$ cat config.mk
export PLATFORM = sky130hd
export DESIGN_NAME = mc_ctrl_param
export DESIGN_NICKNAME = d
export VERILOG_FILES = /design/src/rtl/mc_ctrl_pkg.sv /design/src/rtl/mc_ctrl_param_mem_wait_timer.sv /design/src/rtl/mc_ctrl_param.sv
export SDC_FILE = /design/constraint.sdc
export NUM_CORES = 1
export LEC_CHECK = 0
export ABC_AREA = 1
export BUFFER_PORTS_ARGS = -buffer_cell sky130_fd_sc_hd__buf_2
export CAP_MARGIN = 20
export CELL_PAD_IN_SITES_DETAIL_PLACEMENT = 1
export CELL_PAD_IN_SITES_GLOBAL_PLACEMENT = 2
export CORE_ASPECT_RATIO = 1.5
export CORE_MARGIN = 4
export CORE_UTILIZATION = 24
export DETAILED_ROUTE_END_ITERATION = 7
export GPL_TIMING_DRIVEN = 0
export PLACE_DENSITY_LB_ADDON = 0.1
export RECOVER_POWER = 100
export SYNTH_ARGS = -nofsm -noshare
export SYNTH_HDL_FRONTEND = slang
export SYNTH_SLANG_ARGS = --single-unit
export TNS_END_PERCENT = 30
$ cat constraint.sdc
create_clock -name clk -period 2.1 [get_ports clk]
set_clock_uncertainty 0.1 [all_clocks]
set_input_delay 0.21 -clock clk [delete_from_list [all_inputs] [get_ports clk]]
set_output_delay 0.21 -clock clk [all_outputs]
set_load 0.01 [all_outputs]
$ cat src/rtl/mc_ctrl_pkg.sv
// Shared types for the parametrised multicycle controller: FSM states, IR classes,
// ALU / branch / MISC sub-op encodings and small decode helpers.
package mc_ctrl_pkg;

  typedef enum logic [3:0] {
    S_IDLE,
    S_ARM,
    S_FETCH,
    S_DECODE,
    S_FOP,
    S_LDOP,
    S_LDB,
    S_EXEC,
    S_WB,
    S_BR,
    S_ERR
  } state_t;

  typedef enum logic [1:0] {
    IC_MEM,
    IC_ACC,
    IC_JMP,
    IC_MISC
  } ir_class_t;

  typedef enum logic [1:0] {
    ALU_PASS_B = 2'b00,
    ALU_ADD    = 2'b01,
    ALU_AND    = 2'b10,
    ALU_SUB    = 2'b11
  } alu_op_t;

  typedef enum logic [1:0] {
    BR_ALWAYS = 2'b00,
    BR_C      = 2'b01,
    BR_Z      = 2'b10,
    BR_N      = 2'b11
  } br_cond_t;

  typedef enum logic [1:0] {
    MISC_NOP  = 2'b00,
    MISC_HALT = 2'b01,
    MISC_ILL0 = 2'b10,
    MISC_ILL1 = 2'b11
  } misc_sub_t;

  localparam logic [1:0] CLS_ACC_TAG  = 2'b10;
  localparam logic [2:0] CLS_JMP_TAG  = 3'b110;

  // Classify from the three most significant IR bits.
  function automatic ir_class_t ir_class(input logic [2:0] top);
    if (!top[2])
      return IC_MEM;
    else if (top[2:1] == CLS_ACC_TAG)
      return IC_ACC;
    else if (top == CLS_JMP_TAG)
      return IC_JMP;
    else
      return IC_MISC;
  endfunction

  // czn is {C,Z,N}.
  function automatic logic cond_met(input logic [1:0] cond, input logic [2:0] czn);
    case (cond)
      BR_ALWAYS: return 1'b1;
      BR_C:      return czn[2];
      BR_Z:      return czn[1];
      default:   return czn[0];
    endcase
  endfunction

endpackage

$ cat src/rtl/mc_ctrl_param_mem_wait_timer.sv
// Counts consecutive memory-read cycles without mem_ready; hit flags the cycle
// on which the wait limit is reached while the read is still unanswered.
module mem_wait_timer #(
  parameter  int WAIT_MAX = 15,
  localparam int CW       = $clog2(WAIT_MAX + 1)
) (
  input  logic clk,
  input  logic rst,
  input  logic clear,
  input  logic tick,
  output logic hit
);

  logic [CW-1:0] count;

  always_ff @(posedge clk or posedge rst) begin
    if (rst)
      count <= '0;
    else if (clear)
      count <= '0;
    else if (tick && (count != CW'(WAIT_MAX)))
      count <= count + 1'b1;
  end

  // count holds the number of earlier unanswered cycles, so this is wait cycle WAIT_MAX.
  assign hit = tick && (count == CW'(WAIT_MAX - 1));

endmodule

$ cat src/rtl/mc_ctrl_param.sv
// Multicycle controller for an accumulator-file datapath: fetch/decode/operand/
// execute/writeback sequencing with memory wait timeout and HALT/illegal detection.
module mc_ctrl_param
  import mc_ctrl_pkg::*;
#(
  parameter  int IR_W     = 8,
  parameter  int NUM_ACC  = 4,
  parameter  int WAIT_MAX = 15,
  localparam int AI_W     = (NUM_ACC > 1) ? $clog2(NUM_ACC) : 1
) (
  input  logic            clk,
  input  logic            rst,
  input  logic            start,
  input  logic [IR_W-1:0] ir,
  input  logic [2:0]      czn,
  input  logic            mem_ready,
  output logic            done,
  output logic            busy,
  output logic            err,
  output logic            mem_rd,
  output logic            addr_sel,
  output logic            pc_inc,
  output logic            pc_ld,
  output logic            ir_we,
  output logic            tr_we,
  output logic            a_we,
  output logic            b_we,
  output logic            b_src,
  output logic [AI_W-1:0] acc_rsel,
  output logic [AI_W-1:0] acc_wsel,
  output logic            acc_we,
  output logic            res_we,
  output logic [1:0]      alu_op,
  output logic            flags_we
);

  state_t          state, state_nx;
  ir_class_t       cls;
  logic [1:0]      op;
  logic [AI_W-1:0] dst, src;
  logic [1:0]      cond;
  logic [1:0]      sub;
  logic            wait_hit;

  // IR field extraction; op/dst positions depend on the instruction class.
  always_comb begin
    cls  = ir_class(ir[IR_W-1 -: 3]);
    src  = ir[AI_W-1:0];
    cond = ir[IR_W-4 -: 2];
    sub  = ir[1:0];
    if (cls == IC_MEM) begin
      op  = ir[IR_W-2 -: 2];
      dst = ir[AI_W-1:0];
    end else begin
      op  = ir[IR_W-3 -: 2];
      dst = ir[2*AI_W-1 -: AI_W];
    end
  end

  mem_wait_timer #(
    .WAIT_MAX (WAIT_MAX)
  ) u_wait (
    .clk   (clk),
    .rst   (rst),
    .clear (!mem_rd || mem_ready),
    .tick  (mem_rd && !mem_ready),
    .hit   (wait_hit)
  );

  always_ff @(posedge clk or posedge rst) begin
    if (rst)
      state <= S_IDLE;
    else
      state <= state_nx;
  end

  always_comb begin
    state_nx = state;
    case (state)
      S_IDLE:   if (start) state_nx = S_ARM;
      S_ARM:    if (!start) state_nx = S_FETCH;
      S_FETCH: begin
        if (mem_ready)     state_nx = S_DECODE;
        else if (wait_hit) state_nx = S_ERR;
      end
      S_DECODE: begin
        case (cls)
          IC_MEM, IC_JMP: state_nx = S_FOP;
          IC_ACC:         state_nx = S_LDOP;
          default: begin
            case (sub)
              MISC_NOP:  state_nx = S_FETCH;
              MISC_HALT: state_nx = S_IDLE;
              default:   state_nx = S_ERR;
            endcase
          end
        endcase
      end
      S_FOP: begin
        if (mem_ready)     state_nx = (cls == IC_JMP) ? S_BR : S_LDOP;
        else if (wait_hit) state_nx = S_ERR;
      end
      S_LDOP: begin
        if (cls == IC_MEM) begin
          if (mem_ready)     state_nx = S_EXEC;
          else if (wait_hit) state_nx = S_ERR;
        end else begin
          state_nx = S_LDB;
        end
      end
      S_LDB:    state_nx = S_EXEC;
      S_EXEC:   state_nx = S_WB;
      S_WB:     state_nx = S_FETCH;
      S_BR:     state_nx = S_FETCH;
      S_ERR:    state_nx = S_ERR;
      default:  state_nx = S_IDLE;
    endcase
  end

  always_comb begin
    done     = 1'b0;
    busy     = (state != S_IDLE) && (state != S_ERR);
    err      = 1'b0;
    mem_rd   = 1'b0;
    addr_sel = 1'b0;
    pc_inc   = 1'b0;
    pc_ld    = 1'b0;
    ir_we    = 1'b0;
    tr_we    = 1'b0;
    a_we     = 1'b0;
    b_we     = 1'b0;
    b_src    = 1'b0;
    acc_rsel = '0;
    acc_wsel = '0;
    acc_we   = 1'b0;
    res_we   = 1'b0;
    alu_op   = '0;
    flags_we = 1'b0;
    case (state)
      S_IDLE: done = 1'b1;
      S_FETCH: begin
        mem_rd = 1'b1;
        ir_we  = mem_ready;
        pc_inc = mem_ready;
      end
      S_FOP: begin
        mem_rd = 1'b1;
        tr_we  = mem_ready;
        pc_inc = mem_ready;
      end
      S_LDOP: begin
        acc_rsel = dst;
        // MEM-ALU loads A and B together once the operand word arrives.
        if (cls == IC_MEM) begin
          mem_rd   = 1'b1;
          addr_sel = 1'b1;
          b_src    = 1'b1;
          a_we     = mem_ready;
          b_we     = mem_ready;
        end else begin
          a_we = 1'b1;
        end
      end
      S_LDB: begin
        acc_rsel = src;
        b_we     = 1'b1;
      end
      S_EXEC: begin
        res_we   = 1'b1;
        alu_op   = op;
        flags_we = (op != ALU_PASS_B);
      end
      S_WB: begin
        acc_we   = 1'b1;
        acc_wsel = dst;
      end
      S_BR:  pc_ld = cond_met(cond, czn);
      S_ERR: err = 1'b1;
      default: ;
    endcase
  end

endmodule

-- Word-level counts from Yosys, hierarchy flattened
Cells that the tools add are included.
- register bits after elaboration: 8
- output and inout port bits: 21
- input bits: 15
- logic and storage cells: 81
- $add $sub $neg: 1
- reduce and logical (&&, ||, !) cells: 18
- muxes and demuxes: 38
- equality and inequality tests: 22
- operators with widths (operator ; number):
    4-bit two-way mux ; 10
    4-bit case mux with 10 select lines ; 1
    4-bit by 3-bit == test with 1-bit output, second input constant ; 4
    4-bit == test, second input constant ; 4
    4-bit case mux with 2 select lines ; 2
    1-bit two-way mux ; 15
    2-bit two-way mux ; 6
    4-bit by 2-bit == test with 1-bit output, second input constant ; 2
    4-bit inequality test, second input constant ; 2
    2-bit by 1-bit == test with 1-bit output, second input constant ; 3
    2-bit == test, second input constant ; 3
    2-bit zero test ; 3
    2-bit OR reduction ; 3
    4-bit by 1-bit adder with 4-bit output, second input constant ; 1
    4-bit by 1-bit == test with 1-bit output, second input constant ; 1
    1-bit logical AND ; 4
    4-bit zero test ; 1
    2-bit inequality test, second input constant ; 2
    1-bit case mux with 2 select lines ; 2
    2-bit case mux with 2 select lines ; 1
    2-bit nonzero test ; 2
    4-bit nonzero test ; 1
    3-bit == test, second input constant ; 1
    1-bit case mux with 3 select lines ; 1
    3 further kinds ; 4

-- Logic depth before layout (Yosys ltp)
Gate-level depths: netlist of the first run.
- word-level depth: 13
- mapped depth: 9
- depth with buffers taken out: 9

-- By module
Synthesis of the first run repeated with hierarchy kept, for this count alone.
- cell total of the unflattened synthesis: 154
- area total of the unflattened synthesis: 852.1 µm²
- modules (own cells, without submodules) (module ; times used ; sequential area each (µm²) ; cells an instance ; area an instance (µm²)):
    mc_ctrl_param ; 1 ; 100.1 ; 120 ; 601.8
    mem_wait_timer ; 1 ; 100.1 ; 34 ; 250.2

-- Worst setup path before layout of the first run
Ideal clock, no wire load.
- path kind: register to output
- start point: register state[3]
- end point: output flags_we
- stages on the path, launching flop included: 6
- buffers on the path: 0
- data required time: 1.790 ns
- arrival: 1.177 ns
- slack: 0.613 ns
- cells stage by stage: dfrtp_1 -> nor2_4 -> inv_1 -> nor2_1 -> inv_1 -> a21oi_1
- word-level cells in the longest chain between the ends: 2
- RTL lines (element ; RTL line ; text):
    start, declared ; mc_ctrl_param.sv:37 ; state_t state, state_nx;
    start signal, assigned ; mc_ctrl_param.sv:74 ; state <= state_nx;
    4-bit by 3-bit == test with 1-bit output ; mc_ctrl_param.sv:139 ; case (state)
    1-bit two-way mux ; mc_ctrl_param.sv:139 ;
    end, declared ; mc_ctrl_param.sv:34 ; output logic flags_we
No other way between the ends.

-- Worst setup path after layout of the first run
- start point: register state[2]
- end point: output flags_we
Same word-level chain as after synthesis.

==> results of run 1 <==
## synth_stat cells
| cell | n |
|---|---|
| o22ai_1 | 2 |
| nand3_2 | 1 |
| inv_2 | 1 |
| dfrtp_1 | 8 |
| o211ai_1 | 2 |
| nor3_2 | 1 |
| nor2_2 | 1 |
| nand2_2 | 1 |
| a211oi_1 | 2 |
| nand3_1 | 12 |
| buf_4 | 1 |
| nor2_4 | 1 |
| xor2_1 | 2 |
| a21oi_1 | 8 |
| nand2_1 | 29 |
| o21ai_0 | 9 |
| xnor2_1 | 1 |
| nor2_1 | 19 |
| inv_1 | 29 |
| ha_1 | 2 |
| nand4_1 | 2 |
| o2111ai_1 | 1 |
## worst min-delay path by stage
| stage | end | cells after the start |
|---|---|---|
| floorplan | state[0] | 1 |
| global placement | state[0] | 2 |
| detailed placement | state[1] | 2 |
| CTS | state[0] | 3 |
| global route | state[0] | 3 |
| finish | state[0] | 3 |
## worst register-to-register path, cell delays in order, from the launching register on
cell and delay (ns):
dfrtp_1 0.41, inv_1 0.11, nor2_4 0.19, nand2_1 0.18, nand3_1 0.24, nand2_2 0.08
nand2_1 0.07, nand2_1 0.05, nand2_1 0.06, nand2_1 0.04
## layer usage
| metal | track usage, % | wire length [um] |
|---|---|---|
| met3 | 3.41 | 161 |
| met5 | 0 | 0 |
| met4 | 2.92 | 40 |
| met2 | 26.1 | 1530 |
| met1 | 14.2 | 1140 |
## layout make-up
type / count / area (um2) / area share [%]
buffer: 1 / 7.51 / 0.714
clock buffer: 3 / 41.3 / 3.93
inverter: 30 / 113 / 10.7
multi-input combinational: 96 / 479 / 45.6
sequential: 8 / 200 / 19.0
tap: 40 / 50.0 / 4.76
timing repair buffer: 36 / 160 / 15.2
## power groups by stage
| stage | logic (uW) | registers, uW | clock network [uW] |
|---|---|---|---|
| 2_1_floorplan | 436 | 234 | 0 |
| 4_1_cts | 659 | 247 | 189 |
| 3_3_place_gp | 642 | 247 | 0 |
| 3_5_place_dp | 652 | 249 | 0 |
| 5_1_grt | 717 | 250 | 201 |
| 6_report | 621 | 245 | 181 |
## timing repair
action | CTS | global route
endpoints found under the hold margin | 8 | 0
hold buffers | 1 | 0
gates resized for setup | 0 | 0
## per-stage QoR
step           utilization, %  total power (uW)  cells  worst slack, ns
3_3_place_gp             32.3               889    210            0.538
6_report                 32.9              1050    214            0.237
2_1_floorplan               -               670    135            0.613
4_1_cts                  33.9              1090    214            0.272
5_1_grt                  32.9              1170    214            0.100
3_5_place_dp             32.3               901    210            0.520
## registers in the layout, summed over array words and instances, names as in the netlist
| register | flops |
|---|---|
| state | 4 |
| u_wait.count | 4 |
## logic make-up (layout without fill, tap and decap cells)
| group | count (synthesis) | count (layout) | synth area share, % |
|---|---|---|---|
| flip-flops | 8 | 8 | 24.9 |
| AO/OA/AOI/OAI | 24 | 24 | 17.0 |
| buffers and inverters | 31 | 70 | 14.9 |
| adder cells (fa/ha/maj) | 2 | 2 | 3.11 |
| XOR/XNOR | 3 | 3 | 3.27 |
| AND/OR/NAND/NOR | 67 | 67 | 36.9 |
==> impl_metrics.json, run 1 <==
{
  "track_usage_pct": 13.4,
  "dp_hpwl_mm": 2.47,
  "grt_setup_unrepaired": "no",
  "n_antenna_cell": 0,
  "synthDistinctLibCells": 22,
  "combPwrFrac_pct": 59.3,
  "worstHoldStart": "start",
  "relSlewSlack_pct": 78.2,
  "post_dp_cell_area_um2": 1030,
  "fillCellCount": 460,
  "synth_top_area_share_pct": 24.9,
  "wire_per_inst_um": 13.4,
  "h-tree-depth": 1,
  "worst-path-stages": 7,
  "layout_common_cells": "inv_1 (30), nand2_1 (29), clkbuf_1 (20)",
  "crit_type": "register to primary output",
  "tritoncts": "built",
  "tns_ns": 0,
  "initial_core_util_pct": 25.2,
  "clock_sinks": 8,
  "cp.required_ns": 1.79,
  "worst-path-buf-inv": 4,
  "p_int_uw": 518,
  "hold_viol": 0,
  "synth.avg_cell_area_um2": 5.96,
  "port_buffers": 35,
  "final_common_cell": "inv_1",
  "max_freq_ghz": 0.537,
  "p_leak_uw": 0.000597,
  "worstSetupStartpointType": "register",
  "synthTopCellsByArea": "dfrtp_1 (25%), inv_1 (14%), nand2_1 (14%)",
  "drv_cap": 0,
  "power_frac_seq_pct": 23.4,
  "setup_violations": 0,
  "crit_path_start": "state[2]",
  "synth_seq_cells": 8,
  "post-route-cell-area_um2": 1050,
  "core-area_um2": 3190,
  "wl_mm": 2.87,
  "p_sw_share_pct": 50.6,
  "clock_tree.root_cell": "clkbuf_8",
  "reg2reg_to": "state[2]",
  "clk_pin_slew_ns": 0.04,
  "dr_total_vias": 984,
  "powerDensity_nw_per_um2": 996,
  "grt_overflow": 0,
  "rows": 25,
  "postCtsSetupBuffers": 0,
  "ant_nets": 0,
  "grt_pass1_vias": 1034,
  "crit_path_frequent_cell": "inv_1",
  "reg2regPathDepth": 9,
  "arrival_ns": 1.55,
  "endpoint_kind": "primary output",
  "cp_slowest_stage_delay_ns": 0.41,
  "clkPwrFrac_pct": 17.3,
  "endpoint": "flags_we",
  "holdWs_ns": 0.203,
  "first_iter_violations": 19,
  "die_x_um": 55.3,
  "grt_antenna_before_repair": 0,
  "clockBufferDepth": 2,
  "clock_latency_ns": 0.22,
  "dieArea_um2": 4360,
  "die_y_um": 78.9,
  "status": "finished, final reports clean",
  "viasPerCell": 4.60,
  "grt_max_degree": 9,
  "io_pins": 36,
  "grt_pass1_wl_mm": 4.82,
  "syn_inst": 135,
  "crit_family": "buffers and inverters",
  "peakVddDrop_mv": 0.614,
  "path_cells": "inv_1 > nor2_4 > inv_1 > nor2_1 > inv_1 > a21oi_1 > clkbuf_1",
  "drive_above_1_share_pct": 13.2,
  "dr.pass1.iters": 2,
  "ff2ff_setup_slack_ns": 0.44,
  "fin_crit_ns": 1.86,
  "finalNetCount": 193,
  "yosys_warnings": 0,
  "post-route-period-util_pct": 88.7,
  "synth_top_area_cell": "dfrtp_1",
  "p_sw_uw": 530,
  "synth_seq_area_share_pct": 24.9,
  "flow.area_growth_from_synthesis_pct": 30.6,
  "regToRegStartpoint": "state[2]",
  "synth_nets": 152,
  "slew_viol_final": 0,
  "hold_class": "primary input to register",
  "worst_pin_slew_ns": 0.327,
  "drc": 0,
  "cp_slowest_cell": "dfrtp_1",
  "place.gp.congestion": 0.788,
  "cts-buffers-inserted": 3,
  "syn_area_um2": 805,
  "crit_fanout": 7
}
Note: power is estimated with default switching activity, not from simulation.
==> run 2, diff against run 1 <==
--- a/config.mk
+++ b/config.mk
@@ -14,8 +14,7 @@
 export CORE_MARGIN = 4
 export CORE_UTILIZATION = 24
 export DETAILED_ROUTE_END_ITERATION = 7
-export GPL_TIMING_DRIVEN = 0
-export PLACE_DENSITY_LB_ADDON = 0.1
+export PLACE_DENSITY = 0.79
 export RECOVER_POWER = 100
 export SYNTH_ARGS = -nofsm -noshare
 export SYNTH_HDL_FRONTEND = slang
==> impl_metrics.json, run 2 (synthesis results as in run 1) <==
{
  "post-route-cell-area_um2": 1040,
  "cp_slowest_cell": "dfrtp_1",
  "status": "finished, final reports clean",
  "use_met2_pct": 30.1,
  "n_antenna_cell": 0,
  "peakVddDrop_mv": 0.357,
  "worst_pin_slew_ns": 0.330,
  "fillCellCount": 460,
  "p_leak_uw": 0.000596,
  "die_y_um": 78.9,
  "drv_cap": 0,
  "setup_violations": 0,
  "clock_tree.root_cell": "clkbuf_8",
  "slew_viol_final": 0,
  "hold_viol": 0,
  "grt_use_met3_pct": 2.93,
  "clock_sinks": 8,
  "tritoncts": "built",
  "dr_total_vias": 1024,
  "tns_ns": 0,
  "clock_latency_ns": 0.23,
  "dieArea_um2": 4360,
  "dp_hpwl_mm": 2.60,
  "drive_above_1_share_pct": 13.9,
  "viasPerCell": 4.81,
  "hold_class": "primary input to register",
  "layout_common_cells": "inv_1 (29), nand2_1 (29), nor2_1 (19), clkbuf_1 (19), buf_2 (16)",
  "initial_core_util_pct": 25.2,
  "ff2ff_setup_slack_ns": 0.46,
  "top_regs": "state x4, u_wait.count x4",
  "path_cells": "nor2_2 > nand3_1 > nand3_1 > clkbuf_1",
  "h-tree-depth": 1,
  "wire_per_inst_um": 14.1,
  "clockBufferDepth": 2,
  "endpoint_kind": "primary output",
  "core-area_um2": 3190,
  "crit_fanout": 5,
  "first_iter_violations": 22,
  "use_met1_pct": 14.1,
  "cts_resized": 0,
  "cp.required_ns": 1.79,
  "cp_slowest_stage_delay_ns": 0.42,
  "fin_crit_ns": 1.82,
  "arrival_ns": 1.51,
  "crit_type": "register to primary output",
  "postCtsSetupBuffers": 0,
  "wl_mm": 3.01,
  "relSlewSlack_pct": 77.9,
  "io_pins": 36,
  "grt_max_degree": 9,
  "finalNetCount": 192,
  "dr.pass1.iters": 4,
  "ant_nets": 0,
  "die_x_um": 55.3,
  "cts-buffers-inserted": 3,
  "track_usage_pct": 14.8,
  "grt_setup_unrepaired": "no",
  "flow.area_growth_from_synthesis_pct": 29.9,
  "crit_path_frequent_cell": "nand3_1",
  "busiest_layer": "met2",
  "post-route-period-util_pct": 86.7,
  "grt_overflow": 0,
  "grt_pass1_wl_mm": 5.26,
  "grt_pass1_vias": 1144,
  "grt_antenna_before_repair": 0,
  "port_buffers": 35,
  "clk_pin_slew_ns": 0.04,
  "worstSetupStartpointType": "register",
  "rows": 25,
  "max_freq_ghz": 0.549,
  "place.gp.congestion": 0.921,
  "post_dp_cell_area_um2": 1020,
  "powerDensity_nw_per_um2": 1010,
  "drc": 0
}
==> run 2: repair_timing <==
| action | in CTS | in global routing |
|---|---|---|
| hold buffers | 1 | 0 |
| endpoints found under the hold margin | 8 | 0 |
| endpoints found under the setup margin | 0 | 0 |
==> run 2: worst paths after layout <==
kind	from	endpoint	depth (start not counted)
min in group asynchronous	rst	u_wait.count[2]	3
worst max register to register	state[1]	state[2]	8
worst max-delay path	state[1]	mem_rd	4
max in group asynchronous	rst	state[2]	3
worst min-delay path	start	state[0]	3
worst min register to register	u_wait.count[3]	u_wait.count[1]	2
==> run 2: metrics by stage <==
| step | instances | hold WS [ns] | setup WS [ns] | power (uW) | utilization, % |
|---|---|---|---|---|---|
| final | 213 | 0.185 | 0.279 | 1050 | 32.7 |
| after global routing | 213 | 0.229 | 0.136 | 1180 | 32.7 |
| after CTS | 213 | 0.187 | 0.275 | 1090 | 33.6 |
| after detailed placement | 209 | 0.0769 | 0.505 | 905 | 32.0 |
| after global placement | 209 | 0.0727 | 0.546 | 888 | 32.0 |
| after floorplan | 135 | -0.0743 | 0.613 | 670 | - |
==> run 2: critical path: cells and delay by family (launching register included) <==
| family | cells | cell delay, ns |
|---|---|---|
| buffers and inverters | 1 | 0.19 |
| flip-flops | 1 | 0.42 |
| AND/OR/NAND/NOR | 3 | 0.67 |
==> run 2: layout make-up <==
cell class / count / area (um2) / area share (%)
Multi-Input combinational cell: 96 / 479 / 45.9
Clock buffer: 3 / 41.3 / 3.95
Sequential cell: 8 / 200 / 19.2
Timing Repair Buffer: 36 / 161 / 15.4
Inverter: 30 / 113 / 10.8
Tap cell: 40 / 50.0 / 4.79
==> run 2: layer usage <==
| layer | part of all wire (%) | wire, um | vias to the layer above |
|---|---|---|---|
| met4 | 2.4 | 72 | 0 |
| met3 | 5.5 | 166 | 7 |
| met1 | 36 | 1070 | 478 |
| met5 | 0 | 0 | - |
| met2 | 56 | 1700 | 35 |
| li1 | - | - | 504 |
==> run 2: power by group <==
part | switching (uW) | leakage (uW) | total (uW) | internal [uW]
clock | 55.0 | 0.0000216 | 179 | 124
sequential | 48.3 | 0.000107 | 244 | 196
combinational | 434 | 0.000467 | 631 | 197
total | 537 | 0.000596 | 1050 | 517
==> run 3, diff against run 2 <==
--- a/config.mk
+++ b/config.mk
@@ -5,14 +5,13 @@
 export SDC_FILE = /design/constraint.sdc
 export NUM_CORES = 1
 export LEC_CHECK = 0
-export ABC_AREA = 1
 export BUFFER_PORTS_ARGS = -buffer_cell sky130_fd_sc_hd__buf_2
 export CAP_MARGIN = 20
 export CELL_PAD_IN_SITES_DETAIL_PLACEMENT = 1
 export CELL_PAD_IN_SITES_GLOBAL_PLACEMENT = 2
 export CORE_ASPECT_RATIO = 1.5
 export CORE_MARGIN = 4
-export CORE_UTILIZATION = 24
+export CORE_UTILIZATION = 27
 export DETAILED_ROUTE_END_ITERATION = 7
 export PLACE_DENSITY = 0.79
 export RECOVER_POWER = 100
==> impl_metrics.json, run 3 <==
{
  "holdPathEnd": "state[0]",
  "h-tree-depth": 1,
  "clock_latency_ns": 0.23,
  "grt_setup_unrepaired": "no",
  "dr_total_vias": 1048,
  "postCtsSetupBuffers": 0,
  "final_common_cell": "buf_2",
  "viasPerCell": 5.29,
  "cp.required_ns": 1.79,
  "die_x_um": 55.7,
  "clk_pin_slew_ns": 0.04,
  "synth_ff_type": "dfrtp_1",
  "regToRegStartpoint": "state[2]",
  "clock_tree.root_cell": "clkbuf_8",
  "ant_nets": 0,
  "finalWorstSetupSlack_ns": 0.165,
  "top_layer": "met4",
  "fin_crit_ns": 1.94,
  "slew_viol_final": 0,
  "synth_edf_count": 0,
  "grt_overflow": 0,
  "yosysMostFrequentCell": "nor2_1",
  "hold_class": "primary input to register",
  "grt_antenna_before_repair": 0,
  "arrival_ns": 1.63,
  "die_y_um": 79.5,
  "hold_viol": 0,
  "syn_area_um2": 920,
  "peakVddDrop_mv": 0.524,
  "met2_length_mm": 1.66,
  "place.gp.congestion": 0.831,
  "post-route-period-util_pct": 92.1,
  "crit_fanout": 16,
  "syn_inst": 126,
  "crit_type": "register to primary output",
  "yosys_warnings": 0,
  "rows": 25,
  "reg2reg_to": "state[0]",
  "wl_met3_um": 202,
  "dr.pass1.iters": 4,
  "m1WireLength_mm": 1.20,
  "drive_above_1_share_pct": 19.0,
  "synth_top_area_cell": "dfrtp_1",
  "powerDensity_nw_per_um2": 1260,
  "synth_seq_cells": 8,
  "track_usage_pct": 14.6,
  "dp_hpwl_mm": 2.58,
  "port_buffers": 35,
  "clock_sinks": 8,
  "wire_per_inst_um": 15.9,
  "async_reset_ff_share_pct": 100,
  "io_pins": 36,
  "flow.area_growth_from_synthesis_pct": 23.8,
  "endpoint_kind": "primary output",
  "preCtsSetupSlack_ns": 0.291,
  "worstSetupStartpointType": "register",
  "setup_violations": 0,
  "synthDistinctLibCells": 47,
  "tritoncts": "built",
  "cts-buffers-inserted": 3,
  "synth_seq_area_share_pct": 21.8,
  "status": "finished, final reports clean",
  "synth.avg_cell_area_um2": 7.30,
  "tns_ns": 0,
  "fillCellCount": 446,
  "synth_nets": 143,
  "worstHoldStart": "start",
  "synth_top_area_share_pct": 21.8,
  "finalNetCount": 177,
  "first_iter_violations": 8,
  "layout_common_cells": "buf_2 (17), clkbuf_1 (16), nor2_1 (12)",
  "p_leak_uw": 0.000530,
  "top_regs": "state x4, u_wait.count x4",
  "clockBufferDepth": 2,
  "core-area_um2": 3220,
  "grt_max_degree": 18,
  "ff2ff_setup_slack_ns": 0.32,
  "relSlewSlack_pct": 67.1,
  "worst_pin_slew_ns": 0.494,
  "drc": 0,
  "reg2regPathDepth": 4,
  "grt_pass1_wl_mm": 5.25,
  "max_freq_ghz": 0.517,
  "n_antenna_cell": 0,
  "dieArea_um2": 4420,
  "grt_pass1_vias": 1089,
  "initial_core_util_pct": 28.5,
  "ys_top_cells_by_count": "nor2_1 (12), nand2_1 (10), dfrtp_1 (8)",
  "drv_cap": 0,
  "wl_mm": 3.14,
  "whs_path_depth": 3,
  "synthTopCellsByArea": "dfrtp_1 (22%), nor2_1 (4.9%), mux2i_1 (4.4%)"
}
## run 3: cell count changes after synthesis, moves of 4 or more
cell,before,now
and2_1,0,4
nand3_1,12,6
nand2b_1,0,5
nor2b_1,0,4
mux2i_1,0,4
nand2_1,29,10
nor3_1,0,4
nor2_1,19,12
inv_1,29,7
## run 3: cells by family (layout without fill, tap and decap cells)
logic type,Yosys count,in the layout,share of synthesized area (%)
AO/OA/AOI/OAI,36,36,27.3
XOR/XNOR,2,2,1.91
adder cells (fa/ha/maj),2,2,2.72
buffers and inverters,16,48,8.16
flip-flops,8,8,21.8
multiplexers,4,4,4.35
AND/OR/NAND/NOR,58,58,33.7
## run 3: power breakdown
group	total (uW)	leakage [uW]	internal [uW]	switching, uW
combinational	876	0.000406	352	525
clock	184	0.0000216	124	59.4
sequential	373	0.000102	211	161
total	1430	0.000530	687	746
## run 3: repair_timing
item	CTS	global route
endpoints found under the hold margin	8	0
hold buffers	1	0
endpoints found under the setup margin	0	2
resized for setup	0	2
## run 3: per-stage QoR
| stage | total power (uW) | std cells | util [%] | cell area, um2 | hold slack [ns] |
|---|---|---|---|---|---|
| floorplan | 998 | 126 | - | 920 | -0.0743 |
| global placement | 1270 | 194 | 34.4 | 1110 | 0.0730 |
| detailed placement | 1290 | 194 | 34.4 | 1110 | 0.0842 |
| CTS | 1480 | 198 | 36.0 | 1160 | 0.182 |
| global route | 1580 | 198 | 35.3 | 1140 | 0.194 |
| finish | 1430 | 198 | 35.3 | 1140 | 0.193 |
## run 3: layer usage
| metal | vias to the layer above | GRT usage, % |
|---|---|---|
| met3 | 7 | 2.91 |
| met1 | 482 | 14.9 |
| met5 | - | 0 |
| met4 | 0 | 6.57 |
| li1 | 521 | - |
| met2 | 38 | 28.0 |
## run 3: worst max path at each step
stage / from / end / slack (ns) / cells after the start
2_1_floorplan: state[3] / b_src / 0.34 / 5
3_3_place_gp: state[0] / state[3] / 0.34 / 4
3_5_place_dp: state[0] / state[3] / 0.29 / 4
4_1_cts: state[0] / pc_ld / 0.04 / 3
5_1_grt: state[2] / flags_we / 0.02 / 4
6_report: state[2] / alu_op[0] / 0.16 / 4
## run 3: worst max-delay path: stages, from the launching register on
cell and delay, ns:
dfrtp_1 0.64, nor2b_1 0.30, nand2_1 0.15, a21oi_1 0.14, clkbuf_1 0.17
## run 3: area by class of cell
type                       count  area [um2]  area share [%]
clock buffer                   3        41.3            3.63
inverter                       8        30.0            2.64
multi-input combinational    102         642            56.4
sequential                     8         203            17.8
tap                           40        50.0            4.40
timing repair buffer          37         173            15.2
